==> src/rtl/ins_sequencer_if.sv <==
// ins_sequencer_if: signal bundle between the instruction sequencer, its
// program memory, the downstream master controller and the host that
// launches programs.
//
//   start, startAddr     host -> sequencer, launch request and entry address
//   stall                controller -> sequencer, back-pressure
//   progAddr, progRdEn   sequencer -> program memory read port
//   progData             program memory -> sequencer (1-cycle sync read)
//   instruction,insValid sequencer -> controller issue port
//   busy, done, error    status
//   loopLevel            hardware loop stack occupancy
//   seq_state            sequencer FSM state (debug visibility)
//
// Handshake: the issue port has no ready. A word is transferred on every
// rising edge where the sequencer is running and stall is low. While stall is
// high the sequencer holds its program counter and memory output and drives a
// NOP (insValid=0), so the controller never sees a word twice.
interface ins_sequencer_if #(
  parameter int PA       = 10,
  parameter int insWidth = 26,
  parameter int LD       = 4
);
  logic                  start;
  logic [PA-1:0]         startAddr;
  logic                  stall;
  logic [PA-1:0]         progAddr;
  logic                  progRdEn;
  logic [insWidth-1:0]   progData;
  logic [insWidth-1:0]   instruction;
  logic                  insValid;
  logic                  busy;
  logic                  done;
  logic                  error;
  logic [$clog2(LD):0]   loopLevel;
  logic [1:0]            seq_state;

  modport master (
    input  start, startAddr, stall, progData,
    output progAddr, progRdEn, instruction, insValid, busy, done, error,
           loopLevel, seq_state
  );

  modport slave (
    output start, startAddr, stall, progData,
    input  progAddr, progRdEn, instruction, insValid, busy, done, error,
           loopLevel, seq_state
  );
endinterface

==> src/rtl/ins_sequencer.sv <==
// ins_sequencer: fetches words from an on-chip program memory and issues them
// to the master controller. LOOP_BEGIN / LOOP_END / HALT are consumed locally
// and implement counted hardware loops (nesting up to LD). A stalled or
// consumed slot is filled with a NOP word so controller counters never
// double-step.
//
// Ports:
//   CLK    rising-edge clock
//   RST_N  asynchronous active-low reset
//   bus    ins_sequencer_if master modport (launch, memory port, issue port,
//          status, loop level, FSM state)
module ins_sequencer #(
  parameter int depth    = 2,
  parameter int W        = 16,
  parameter int insWidth = 4 + 2 + 2 * ((depth > 2) ? depth : 2)
                           + (((1 << depth) > W) ? (1 << depth) : W),
  parameter int PA       = 10,
  parameter int LD       = 4,
  parameter int CW       = 12
) (
  input  logic           CLK,
  input  logic           RST_N,
  ins_sequencer_if.master bus
);
  localparam int SW = $clog2(LD) + 1;
  localparam int LW = (LD > 1) ? $clog2(LD) : 1;

  localparam logic [3:0] OP_LOOP_BEGIN = 4'b0100;
  localparam logic [3:0] OP_LOOP_END   = 4'b0101;
  localparam logic [3:0] OP_HALT       = 4'b1111;
  localparam logic [3:0] OP_NOP        = 4'b1101;
  localparam logic [insWidth-1:0] NOP_WORD = {OP_NOP, {(insWidth-4){1'b0}}};

  typedef enum logic [1:0] {
    S_IDLE = 2'd0,
    S_FILL = 2'd1,
    S_RUN  = 2'd2
  } state_t;

  state_t                state, state_next;
  logic [PA-1:0]         fetch_pc, pc_next, pc_plus1;
  logic [insWidth-1:0]   ins_q, ins_next;
  logic                  valid_q, valid_next;
  logic                  done_q, done_next;
  logic                  error_q, error_next;

  // Loop stack: return address (first body word) and remaining iterations.
  logic [SW-1:0]         sp;
  logic [PA-1:0]         stk_ret [LD];
  logic [CW-1:0]         stk_cnt [LD];
  logic [LW-1:0]         top_idx, push_idx;
  logic                  push, pop, dec, clear;

  logic [3:0]            opcode;
  logic [CW-1:0]         cnt_in;

  assign opcode   = bus.progData[insWidth-1 -: 4];
  // A zero count still runs the body once.
  assign cnt_in   = (bus.progData[CW-1:0] == '0) ? CW'(1) : bus.progData[CW-1:0];
  assign pc_plus1 = fetch_pc + PA'(1);
  assign top_idx  = LW'(sp - SW'(1));
  assign push_idx = LW'(sp);

  // Memory must not advance while the controller is stalled, otherwise the
  // word currently on progData would be lost.
  assign bus.progRdEn    = (state == S_FILL) || ((state == S_RUN) && !bus.stall);
  assign bus.progAddr    = fetch_pc;
  assign bus.instruction = ins_q;
  assign bus.insValid    = valid_q;
  assign bus.busy        = (state == S_FILL) || (state == S_RUN);
  assign bus.done        = done_q;
  assign bus.error       = error_q;
  assign bus.loopLevel   = sp;
  assign bus.seq_state   = state;

  always_comb begin
    state_next = state;
    pc_next    = fetch_pc;
    ins_next   = NOP_WORD;
    valid_next = 1'b0;
    done_next  = 1'b0;
    error_next = error_q;
    push       = 1'b0;
    pop        = 1'b0;
    dec        = 1'b0;
    clear      = 1'b0;
    unique case (state)
      S_IDLE: begin
        if (bus.start) begin
          pc_next    = bus.startAddr;
          error_next = 1'b0;
          clear      = 1'b1;
          state_next = S_FILL;
        end
      end
      // One cycle for the synchronous memory to produce the word at fetch_pc.
      S_FILL: begin
        pc_next    = pc_plus1;
        state_next = S_RUN;
      end
      S_RUN: begin
        if (!bus.stall) begin
          case (opcode)
            OP_LOOP_BEGIN: begin
              if (sp == SW'(LD)) begin
                error_next = 1'b1;
                clear      = 1'b1;
                state_next = S_IDLE;
              end else begin
                push    = 1'b1;
                pc_next = pc_plus1;
              end
            end
            OP_LOOP_END: begin
              if (sp == '0) begin
                error_next = 1'b1;
                clear      = 1'b1;
                state_next = S_IDLE;
              end else if (stk_cnt[top_idx] > CW'(1)) begin
                // Jump back: the refetch costs a FILL cycle.
                dec        = 1'b1;
                pc_next    = stk_ret[top_idx];
                state_next = S_FILL;
              end else begin
                pop     = 1'b1;
                pc_next = pc_plus1;
              end
            end
            OP_HALT: begin
              done_next  = 1'b1;
              state_next = S_IDLE;
            end
            default: begin
              ins_next   = bus.progData;
              valid_next = 1'b1;
              pc_next    = pc_plus1;
            end
          endcase
        end
      end
      default: state_next = S_IDLE;
    endcase
  end

  always_ff @(posedge CLK or negedge RST_N) begin
    if (!RST_N) begin
      state    <= S_IDLE;
      fetch_pc <= '0;
      ins_q    <= NOP_WORD;
      valid_q  <= 1'b0;
      done_q   <= 1'b0;
      error_q  <= 1'b0;
    end else begin
      state    <= state_next;
      fetch_pc <= pc_next;
      ins_q    <= ins_next;
      valid_q  <= valid_next;
      done_q   <= done_next;
      error_q  <= error_next;
    end
  end

  always_ff @(posedge CLK or negedge RST_N) begin
    if (!RST_N) begin
      sp <= '0;
      for (int i = 0; i < LD; i++) begin
        stk_ret[i] <= '0;
        stk_cnt[i] <= '0;
      end
    end else if (clear) begin
      sp <= '0;
    end else if (push) begin
      // fetch_pc already points at the first body word.
      stk_ret[push_idx] <= fetch_pc;
      stk_cnt[push_idx] <= cnt_in;
      sp                <= sp + SW'(1);
    end else if (pop) begin
      sp <= sp - SW'(1);
    end else if (dec) begin
      stk_cnt[top_idx] <= stk_cnt[top_idx] - CW'(1);
    end
  end
endmodule

==> src/flat_wrapper.sv <==
// flat-port wrapper written by rule: the top's interface ports become plain ports
module ins_sequencer_flat 
#(
  parameter int depth    = 2,
  parameter int W        = 16,
  parameter int insWidth = 4 + 2 + 2 * ((depth > 2) ? depth : 2)
                           + (((1 << depth) > W) ? (1 << depth) : W),
  parameter int PA       = 10,
  parameter int LD       = 4,
  parameter int CW       = 12
)
  (CLK, RST_N, bus_start, bus_startAddr, bus_stall, bus_progData, bus_progAddr, bus_progRdEn, bus_instruction, bus_insValid, bus_busy, bus_done, bus_error, bus_loopLevel, bus_seq_state);
  ins_sequencer_if #(.PA(PA), .insWidth(insWidth), .LD(LD)) bus_i ();
  input  logic CLK;
  input  logic RST_N;
  input wire logic [$bits(bus_i.start)-1:0] bus_start;
  input wire logic [$bits(bus_i.startAddr)-1:0] bus_startAddr;
  input wire logic [$bits(bus_i.stall)-1:0] bus_stall;
  input wire logic [$bits(bus_i.progData)-1:0] bus_progData;
  output wire logic [$bits(bus_i.progAddr)-1:0] bus_progAddr;
  output wire logic [$bits(bus_i.progRdEn)-1:0] bus_progRdEn;
  output wire logic [$bits(bus_i.instruction)-1:0] bus_instruction;
  output wire logic [$bits(bus_i.insValid)-1:0] bus_insValid;
  output wire logic [$bits(bus_i.busy)-1:0] bus_busy;
  output wire logic [$bits(bus_i.done)-1:0] bus_done;
  output wire logic [$bits(bus_i.error)-1:0] bus_error;
  output wire logic [$bits(bus_i.loopLevel)-1:0] bus_loopLevel;
  output wire logic [$bits(bus_i.seq_state)-1:0] bus_seq_state;
  assign bus_i.start = bus_start;
  assign bus_i.startAddr = bus_startAddr;
  assign bus_i.stall = bus_stall;
  assign bus_i.progData = bus_progData;
  assign bus_progAddr = bus_i.progAddr;
  assign bus_progRdEn = bus_i.progRdEn;
  assign bus_instruction = bus_i.instruction;
  assign bus_insValid = bus_i.insValid;
  assign bus_busy = bus_i.busy;
  assign bus_done = bus_i.done;
  assign bus_error = bus_i.error;
  assign bus_loopLevel = bus_i.loopLevel;
  assign bus_seq_state = bus_i.seq_state;
  ins_sequencer #(.depth(depth), .W(W), .insWidth(insWidth), .PA(PA), .LD(LD), .CW(CW)) u_core (.CLK(CLK), .RST_N(RST_N), .bus(bus_i));
endmodule
==> config.mk <==
export PLATFORM = sky130hd
export DESIGN_NAME = ins_sequencer_flat
export DESIGN_NICKNAME = d
export VERILOG_FILES = /design/src/rtl/ins_sequencer_if.sv /design/src/rtl/ins_sequencer.sv /design/src/flat_wrapper.sv
export SDC_FILE = /design/constraint.sdc
export NUM_CORES = 1
export LEC_CHECK = 0
export CORE_MARGIN = 1
export CORE_UTILIZATION = 57
export DETAILED_ROUTE_END_ITERATION = 6
export GPL_TIMING_DRIVEN = 0
export HOLD_SLACK_MARGIN = 0.1
export PLACE_DENSITY = 0.82
export SLEW_MARGIN = 20
export SYNTH_ARGS = -nofsm -noshare
export SYNTH_HDL_FRONTEND = slang
export SYNTH_SLANG_ARGS = --single-unit
==> constraint.sdc <==
create_clock -name CLK -period 5.9 [get_ports CLK]
set_input_delay 1.475 -clock CLK [delete_from_list [all_inputs] [get_ports CLK]]
set_output_delay 1.475 -clock CLK [all_outputs]
set_load 0.03 [all_outputs]
After elaboration in Yosys (flattened, before gate mapping)
Cells that the tools add are included.
{"block": "op_classes", "eq_ne": 17, "bitwise": 3, "mul": 0, "n_addsub": 4, "n_div": 0, "n_mux": 71, "n_shift": 0, "magnitude_cmp": 5, "reduce_logical": 19}
{"operator": "48-bit 2-to-1 mux", "count": 3}
{"operator": "48-bit bitwise mux", "count": 2}
{"operator": "10-bit 2-to-1 mux", "count": 8}
{"operator": "26-bit 2-to-1 mux", "count": 3}
{"operator": "12-bit 2-to-1 mux", "count": 5}
{"operator": "10-bit one-hot mux with 3 select lines", "count": 2}
{"operator": "12-bit demux with 2-bit select", "count": 2}
{"operator": "40-bit bitwise mux", "count": 1}
{"operator": "1-bit 2-to-1 mux", "count": 28}
{"operator": "12-bit binary-select mux with 2-bit select", "count": 1}
{"operator": "10-bit binary-select mux with 2-bit select", "count": 1}
{"operator": "10-bit demux with 2-bit select", "count": 1}
{"operator": "3-bit inequality test, second input constant", "count": 5}
{"operator": "12-bit by 1-bit greater-than comparator with 1-bit output, second input constant", "count": 1}
{"operator": "12-bit zero test", "count": 1}
{"operator": "2-bit one-hot mux with 3 select lines", "count": 2}
{"operator": "6-bit AND reduction", "count": 2}
{"operator": "12-bit by 1-bit subtractor with 12-bit output, second input constant", "count": 1}
{"operator": "10-bit by 1-bit adder with 10-bit output, second input constant", "count": 1}
{"operator": "2-bit 2-to-1 mux", "count": 5}
{"operator": "3-bit 2-to-1 mux", "count": 3}
{"operator": "4-bit by 3-bit equality test with 1-bit output, second input constant", "count": 2}
{"operator": "4-bit inequality test, second input constant", "count": 2}
{"operator": "1-bit one-hot mux with 2 select lines", "count": 4}
{"operator": "other kinds (23)", "count": 33}
{"block": "word_totals", "wordCells": 134, "regBits": 132, "ramBits": 0, "romBits": 0, "out_inout_bits": 46, "latch_bits": 0, "n_memories": 0, "input_bits": 40}

Depth between registers and ports, before layout
{"block": "depth", "word_depth": 14, "ltp_mapped": 16, "mapped_depth_nobuf": 11}

Least setup slack after synthesis
OpenSTA, ideal clock, no wires.
{"block": "synth_path", "path_kind": "register to register", "from": "register u_core.sp[0], in the netlist u_core.bus.loopLevel[0]", "to": "register u_core.fetch_pc[4], in the netlist u_core.bus.progAddr[4]", "path_buffers": 5, "arrival_ns": 4.030, "setup_ns": 0.142, "setup_slack_ns": 1.728, "stages_incl_launch_ff": 16, "required_ns": 5.758, "cell_sequence": "dfrtp_1 -> buf_6 -> buf_12 -> clkbuf_1 -> inv_1 -> ha_1 -> buf_2 -> mux4_2 -> ha_1 -> nor2_1 -> nor4_2 -> a311oi_1 -> buf_6 -> mux2_4 -> a221oi_1 -> a211oi_1"}
{"block": "synth_via", "elab_chain_cells": 11, "elab_cells_between_ends": 19, "classes_between": "1 x add/sub; 1 x order compare; 3 x eq/ne; 11 x mux; 1 x bitwise; 2 x reduce/logical"}
{"element": "start, declared", "line_no": "ins_sequencer.sv:48", "source": "logic [SW-1:0] sp;"}
{"element": "start signal, assigned", "line_no": "ins_sequencer.sv:176", "source": "sp <= sp + SW'(1);"}
{"element": "start signal, assigned", "line_no": "ins_sequencer.sv:178", "source": "sp <= sp - SW'(1);"}
{"element": "3-bit by 1-bit subtractor with 3-bit output", "line_no": "ins_sequencer.sv:61", "source": "assign top_idx = LW'(sp - SW'(1));"}
{"element": "2-bit inverter with 3-bit output (not written as such)", "line_no": "ins_sequencer.sv:119, ins_sequencer.sv:122"}
{"element": "12-bit binary-select mux with 2-bit select", "line_no": "ins_sequencer.sv:119", "source": "end else if (stk_cnt[top_idx] > CW'(1)) begin"}
{"element": "12-bit 2-to-1 mux (not written as such) (2 in series)", "line_no": "ins_sequencer.sv:119"}
{"element": "12-bit by 1-bit greater-than comparator with 1-bit output", "line_no": "ins_sequencer.sv:119"}
{"element": "10-bit 2-to-1 mux", "line_no": "ins_sequencer.sv:119"}
{"element": "10-bit 2-to-1 mux", "line_no": "ins_sequencer.sv:115", "source": "if (sp == '0) begin"}
{"element": "10-bit one-hot mux with 3 select lines", "line_no": "ins_sequencer.sv:103", "source": "case (opcode)"}
{"element": "10-bit 2-to-1 mux", "line_no": "ins_sequencer.sv:102", "source": "if (!bus.stall) begin"}
{"element": "10-bit one-hot mux with 3 select lines", "line_no": "ins_sequencer.sv:87", "source": "unique case (state)"}
{"element": "end signal, assigned", "line_no": "ins_sequencer.sv:155", "source": "fetch_pc <= pc_next;"}
{"element": "end, declared", "line_no": "ins_sequencer.sv:41", "source": "logic [PA-1:0] fetch_pc, pc_next, pc_plus1;"}
Parallel ways exist; a longest one is shown, timed or not. The select of a mux whose other input is x is not followed.
A chain may end at the register's enable or synchronous reset.

Worst setup path after layout
{"block": "layout_path", "from": "register u_core.sp[0], in the netlist u_core.bus.loopLevel[0]", "to": "register u_core.fetch_pc[9], in the netlist u_core.bus.progAddr[9]"}
The elaborated chain is that of the path after synthesis.

==> results.md <==
STA:
- The final worst setup slack is 751 ps.
- Subtracting the final worst setup slack from the clock period gives a little over 5000 ps.
- The total count of hold-check failures in the final report was 0.
- The final cycle utilization of the critical path is approximately 87%.
- Across all hold checks on the routed design, the worst slack comes to about 480 ps.
- The achievable frequency is 0.194 GHz.
- The transition at the pin with the smallest max-transition slack is 925 ps.
- The final number of max-transition violations is 0.
- The clock arrives with 13.7 ps of skew.
- Headroom to the max-slew limit came out at a little under two fifths.
- Setup violations remaining at the end of the flow were counted as 0.
- Summed over all failing endpoints, the final setup total negative slack is 0 ps.
- Setup repair after global routing left no endpoint under its margin.

Synth:
- Summing the areas of all fa, ha and maj instances in the mapped netlist gives 2.52% of the synthesized area.
- The synthesized netlist devotes 13.8% of its cell area to compound gates.
- Summing the sequential cell areas from Yosys gives 47.5% of the chip area.
- The largest family of logic cells by synthesized area is multiplexers.
- The count of flip-flops with a built-in enable after synthesis is 0.
- The post-synthesis share of cell area spent on xor and xnor gates is under 10%.
- The portion of synthesized area spent on multiplexers is about 16%.
- In the synthesized netlist the async set-or-reset flop fraction comes to 100%.
- The synthesized netlist contains 56 unique library cells.
- Of the total synthesized cell area, the portion taken by AND, OR, NAND and NOR gates is between 10% and 20%.
- The most used flip-flop cell after synthesis is sky130_fd_sc_hd__dfrtp_1.
- The area of the mapped netlist is 6960 sq um.
- After technology mapping, the gate count stands at 635.
- The total number of yosys warnings is 0.
- The number of synthesized register bits is 132.
- A synthesized cell averages about 11 sq um.
- The number of nets in the synthesized netlist is roughly 690.

Setup path:
- The number of cells traversed by the worst register-to-register path is 16.
- The worst register-to-register path begins at u_core.bus.loopLevel[0].
- The worst register-to-register path ends at u_core.bus.progAddr[9].
- The type of origin of the critical path is a flop.
- Grouping stages by cell kind, the critical path spends the most delay in buffers and inverters.
- The number of buffers and inverters on the critical path is 7.
- The setup path with the least slack is of type reg2reg.
- STA puts the critical path data required time at about 6200 ps.
- The worst setup slack for register-to-register paths is around 750 ps.
- The largest single stage delay on the critical path is just over 700 ps.
- The slowest stage of the critical path belongs to the cell sky130_fd_sc_hd__clkbuf_1.
- The signal on the critical path passes through buf_6 > buf_12 > clkbuf_1 > inv_1 > ha_1 > buf_2 > mux4_2 > inv_1 > ha_1 > nor2_1 > nor4_2 > a311oi_1 > buf_6 > mux2_4 > a221oi_1 > a211oi_1.
- The element type at the critical path end is a flop.
- The worst-path maximum fanout is 10.
- The arrival time of the worst setup path is ~5400 ps.

Cells and area:
- In the final layout, flip-flops and latches occupy around 3300 sq um.
- In the final layout, the share of cells above drive strength 1 is 17.3%.
- The layout has 840 filler cells.
- For this run, the share of the core covered by cells in the final layout is between 70% and 80%.
- The finished layout holds 900 standard cells, fillers aside.
- The synthesis-to-layout area growth is 23.8%.
- The antenna diode count is 0.
- The combined area of the multi-input logic cells is about 3400 sq um.
- The library cell used most frequently in the layout, excluding fill and tap cells, is sky130_fd_sc_hd__dfrtp_1.
- At the end of the flow, the number of nets in the layout was 794.
- The library cells used most frequently in the layout, excluding fill and tap cells, are 129 x sky130_fd_sc_hd__dfrtp_1, 84 x sky130_fd_sc_hd__clkdlybuf4s50_1, 56 x sky130_fd_sc_hd__nor2_1.

Clock network:
- The clock drives 132 sinks.
- Post-CTS repair changed the size of 0 cells.
- In this run, post-CTS hold repair placed 0 buffers.
- The root buffer cell chosen for the clock tree is sky130_fd_sc_hd__clkbuf_16.
- The TritonCTS buffer count is 17.
- In this run the post-CTS setup repair buffer count came out at 0.
- The H-tree was split into 4 levels.
- Clock-pin slew was measured on the worst setup and hold paths at 50 ps.
- The maximum number of buffers from clock root to sink is 2.
- TritonCTS built the clock tree.
- The clock network latency to the later pin of the worst-skew pair is about 430 ps.

GRT:
- The initial antenna violation count was 0.
- The global-route usage over all layers is 31.9%.
- The wire length of the first global-routing pass is between 30,000 and 40,000 microns.
- The number of global-route vias before repair was between 5,000 and 6,000.
- The pin count of the biggest net entering global routing is 76.
- The global-route congestion overflow total is 0.

Power:
- The net switching power is roughly 0.0017 W.
- The leakage power summed over all cells is between 3 and 4 nW.
- The share of power burned in the clock network is 24.4%.
- For this design the ratio of total power to cell area is between 500 and 600 nW/um^2.
- Registers are responsible for about 27% of the overall power.
- The combinational fraction of design power is 48.3%.
- The net switching share of the total power is a little under two fifths.
- The internal power of the cells totals 0.00269 W.
- The worst voltage drop across the vdd grid is 283 uV.

Place:
- OpenSTA, run right after detailed placement, puts the worst setup slack at roughly 850 ps.
- Once detailed placement completed, the half-perimeter wirelength came to 12,700 microns.
- Routability-driven placement finished with a final weighted congestion of about 0.89.
- The number of placed cells counting well taps is ~870.
- Input and output buffers added on the ports amount to 85.

Floorplanning:
- The starting utilization of the core area is between 50% and 60%.
- The die width is between 100 and 150 microns.
- The die covers 12,700 sq um.
- The top-level I/O count is between 80 and 90.
- The core region is between 10,000 and 15,000 sq um.
- The floorplan has 40 rows.
- The height of the die is about 110 microns.

Route:
- The via count is roughly 5,700.
- The residual antenna-violating net count after detailed routing is 0.
- The number of remaining DRC errors is 0.
- The post-detailed-route via-to-cell ratio is about 6.4.
- The final routed wirelength across all metal layers is approximately 19,000 microns.
- The first routing iteration left 364 violations.
- After detailed routing, the average wire length per cell comes to between 20 and 25 microns.
- The first-pass iteration count of the detailed router is 6.

Hold path:
- The endpoint of the worst hold-timing path is u_core.stk_cnt[5].
- The hold-critical path depth is 2.
- The path class of the lowest-slack min-delay path is reg2reg.
- The startpoint identified for the worst hold timing path is u_core.stk_cnt[5].

Job:
- The reported max-cap violation count is 0.

Status:
- The flow ran to the end, and the final reports show no timing, DRC or antenna violations.
-- logic make-up after synthesis --
family,Yosys count
AOI/OAI and AO/OA,151
xor gates and xnor gates,18
adders and majority gates,14
buffers and inverters,52
DFF,132
muxes,76
and+or+nand+nor,192
-- layout make-up --
class / instances / share of cell area (%)
clock inverters: 4 / 0.812
flip-flops and latches: 132 / 38.3
repair buffers: 86 / 10.2
well taps: 147 / 2.13
plain buffers: 38 / 2.18
clock buffers: 28 / 6.11
multi-input cells: 451 / 39.6
inverters: 14 / 0.609
-- worst max-delay path by stage --
stage / start / end / cells after the start
final: u_core.bus.loopLevel[0] / u_core.bus.progAddr[9] / 16
after global placement: RST_N / u_core.stk_cnt[33] / 1
after detailed placement: u_core.bus.loopLevel[0] / u_core.stk_cnt[46] / 14
after global routing: u_core.bus.loopLevel[0] / u_core.bus.progAddr[9] / 16
after floorplan: u_core.bus.loopLevel[0] / u_core.bus.progAddr[4] / 15
after CTS: u_core.bus.loopLevel[0] / u_core.bus.progAddr[9] / 16
-- stage by stage --
stage,instance area [sq um],power (W)
6_report,8620,0.00434
5_1_grt,8620,0.00455
4_1_cts,8620,0.00432
3_5_place_dp,8030,0.00323
3_3_place_gp,8000,0.00317
2_1_floorplan,6960,0.00268
-- power groups by stage --
stage	Clock (W)	Combinational [W]	Sequential (W)
6_report	0.00106	0.00210	0.00119
5_1_grt	0.00111	0.00224	0.00120
4_1_cts	0.00107	0.00207	0.00118
3_5_place_dp	0	0.00204	0.00119
3_3_place_gp	0	0.00198	0.00119
2_1_floorplan	0	0.00139	0.00129
-- per-layer routing --
metal	vias to the layer above	track usage [%]	part of all wire, %
li1	2534	-	-
met1	2861	41.2	41
met2	299	52.4	49
met3	49	6.97	7.9
met4	0	13.5	2.3
met5	-	0	0
-- worst register-to-register path, delay by kind of cell (launching register included) --
| kind | cells | cell delay (ps) |
|---|---|---|
| mux | 2 | 660 |
| fa+ha+maj | 2 | 770 |
| simple gates | 2 | 210 |
| buf+inv | 7 | 2000 |
| compound gates | 3 | 940 |
| flops | 1 | 430 |
-- Yosys cell counts, types with 3 or more instances --
| cell type | count | share of area (%) |
|---|---|---|
| sky130_fd_sc_hd__and2_1 | 6 | 0.54 |
| sky130_fd_sc_hd__nand3_1 | 6 | 0.43 |
| sky130_fd_sc_hd__a221oi_1 | 5 | 0.63 |
| sky130_fd_sc_hd__o21ai_1 | 10 | 0.72 |
| sky130_fd_sc_hd__nor2b_1 | 6 | 0.54 |
| sky130_fd_sc_hd__ha_1 | 14 | 2.5 |
| sky130_fd_sc_hd__or2_2 | 3 | 0.27 |
| sky130_fd_sc_hd__o22ai_1 | 4 | 0.36 |
| sky130_fd_sc_hd__clkbuf_1 | 24 | 1.3 |
| sky130_fd_sc_hd__a2bb2oi_1 | 24 | 3.0 |
| sky130_fd_sc_hd__a22oi_1 | 4 | 0.43 |
| sky130_fd_sc_hd__a311oi_1 | 3 | 0.38 |
| sky130_fd_sc_hd__a21oi_1 | 37 | 2.7 |
| sky130_fd_sc_hd__nor3_1 | 4 | 0.29 |
| sky130_fd_sc_hd__mux2_4 | 5 | 1.1 |
| sky130_fd_sc_hd__nand4_1 | 4 | 0.36 |
| sky130_fd_sc_hd__nand2_1 | 53 | 2.9 |
| sky130_fd_sc_hd__mux2_2 | 42 | 6.8 |
| sky130_fd_sc_hd__xor2_1 | 4 | 0.50 |
| sky130_fd_sc_hd__nor2_2 | 4 | 0.36 |
| sky130_fd_sc_hd__nor3_2 | 3 | 0.43 |
| sky130_fd_sc_hd__nand2b_1 | 4 | 0.36 |
| sky130_fd_sc_hd__a211oi_1 | 5 | 0.54 |
| sky130_fd_sc_hd__nor2_1 | 56 | 3.0 |
| sky130_fd_sc_hd__nor4_1 | 5 | 0.45 |
| sky130_fd_sc_hd__dfrtp_1 | 129 | 46 |
| sky130_fd_sc_hd__o21ai_0 | 40 | 2.9 |
| sky130_fd_sc_hd__a21o_1 | 5 | 0.54 |
| sky130_fd_sc_hd__mux2i_1 | 7 | 1.0 |
| sky130_fd_sc_hd__and3_1 | 27 | 2.4 |
| sky130_fd_sc_hd__inv_1 | 14 | 0.75 |
| sky130_fd_sc_hd__xnor2_1 | 14 | 1.8 |
| sky130_fd_sc_hd__dfstp_2 | 3 | 1.1 |
| sky130_fd_sc_hd__buf_2 | 11 | 0.79 |
| sky130_fd_sc_hd__mux4_1 | 4 | 1.5 |
| sky130_fd_sc_hd__mux4_2 | 18 | 5.8 |
-- registers in the layout (all words and copies together), names as in the netlist --
| register | flops |
|---|---|
| u_core.bus.done | 1 |
| u_core.bus.error | 1 |
| u_core.bus.insValid | 1 |
| u_core.bus.instruction | 26 |
| u_core.bus.loopLevel | 3 |
| u_core.bus.progAddr | 10 |
| u_core.bus.seq_state | 2 |
| u_core.stk_cnt | 48 |
| u_core.stk_ret | 40 |
Power figures use the tool's default switching activity.
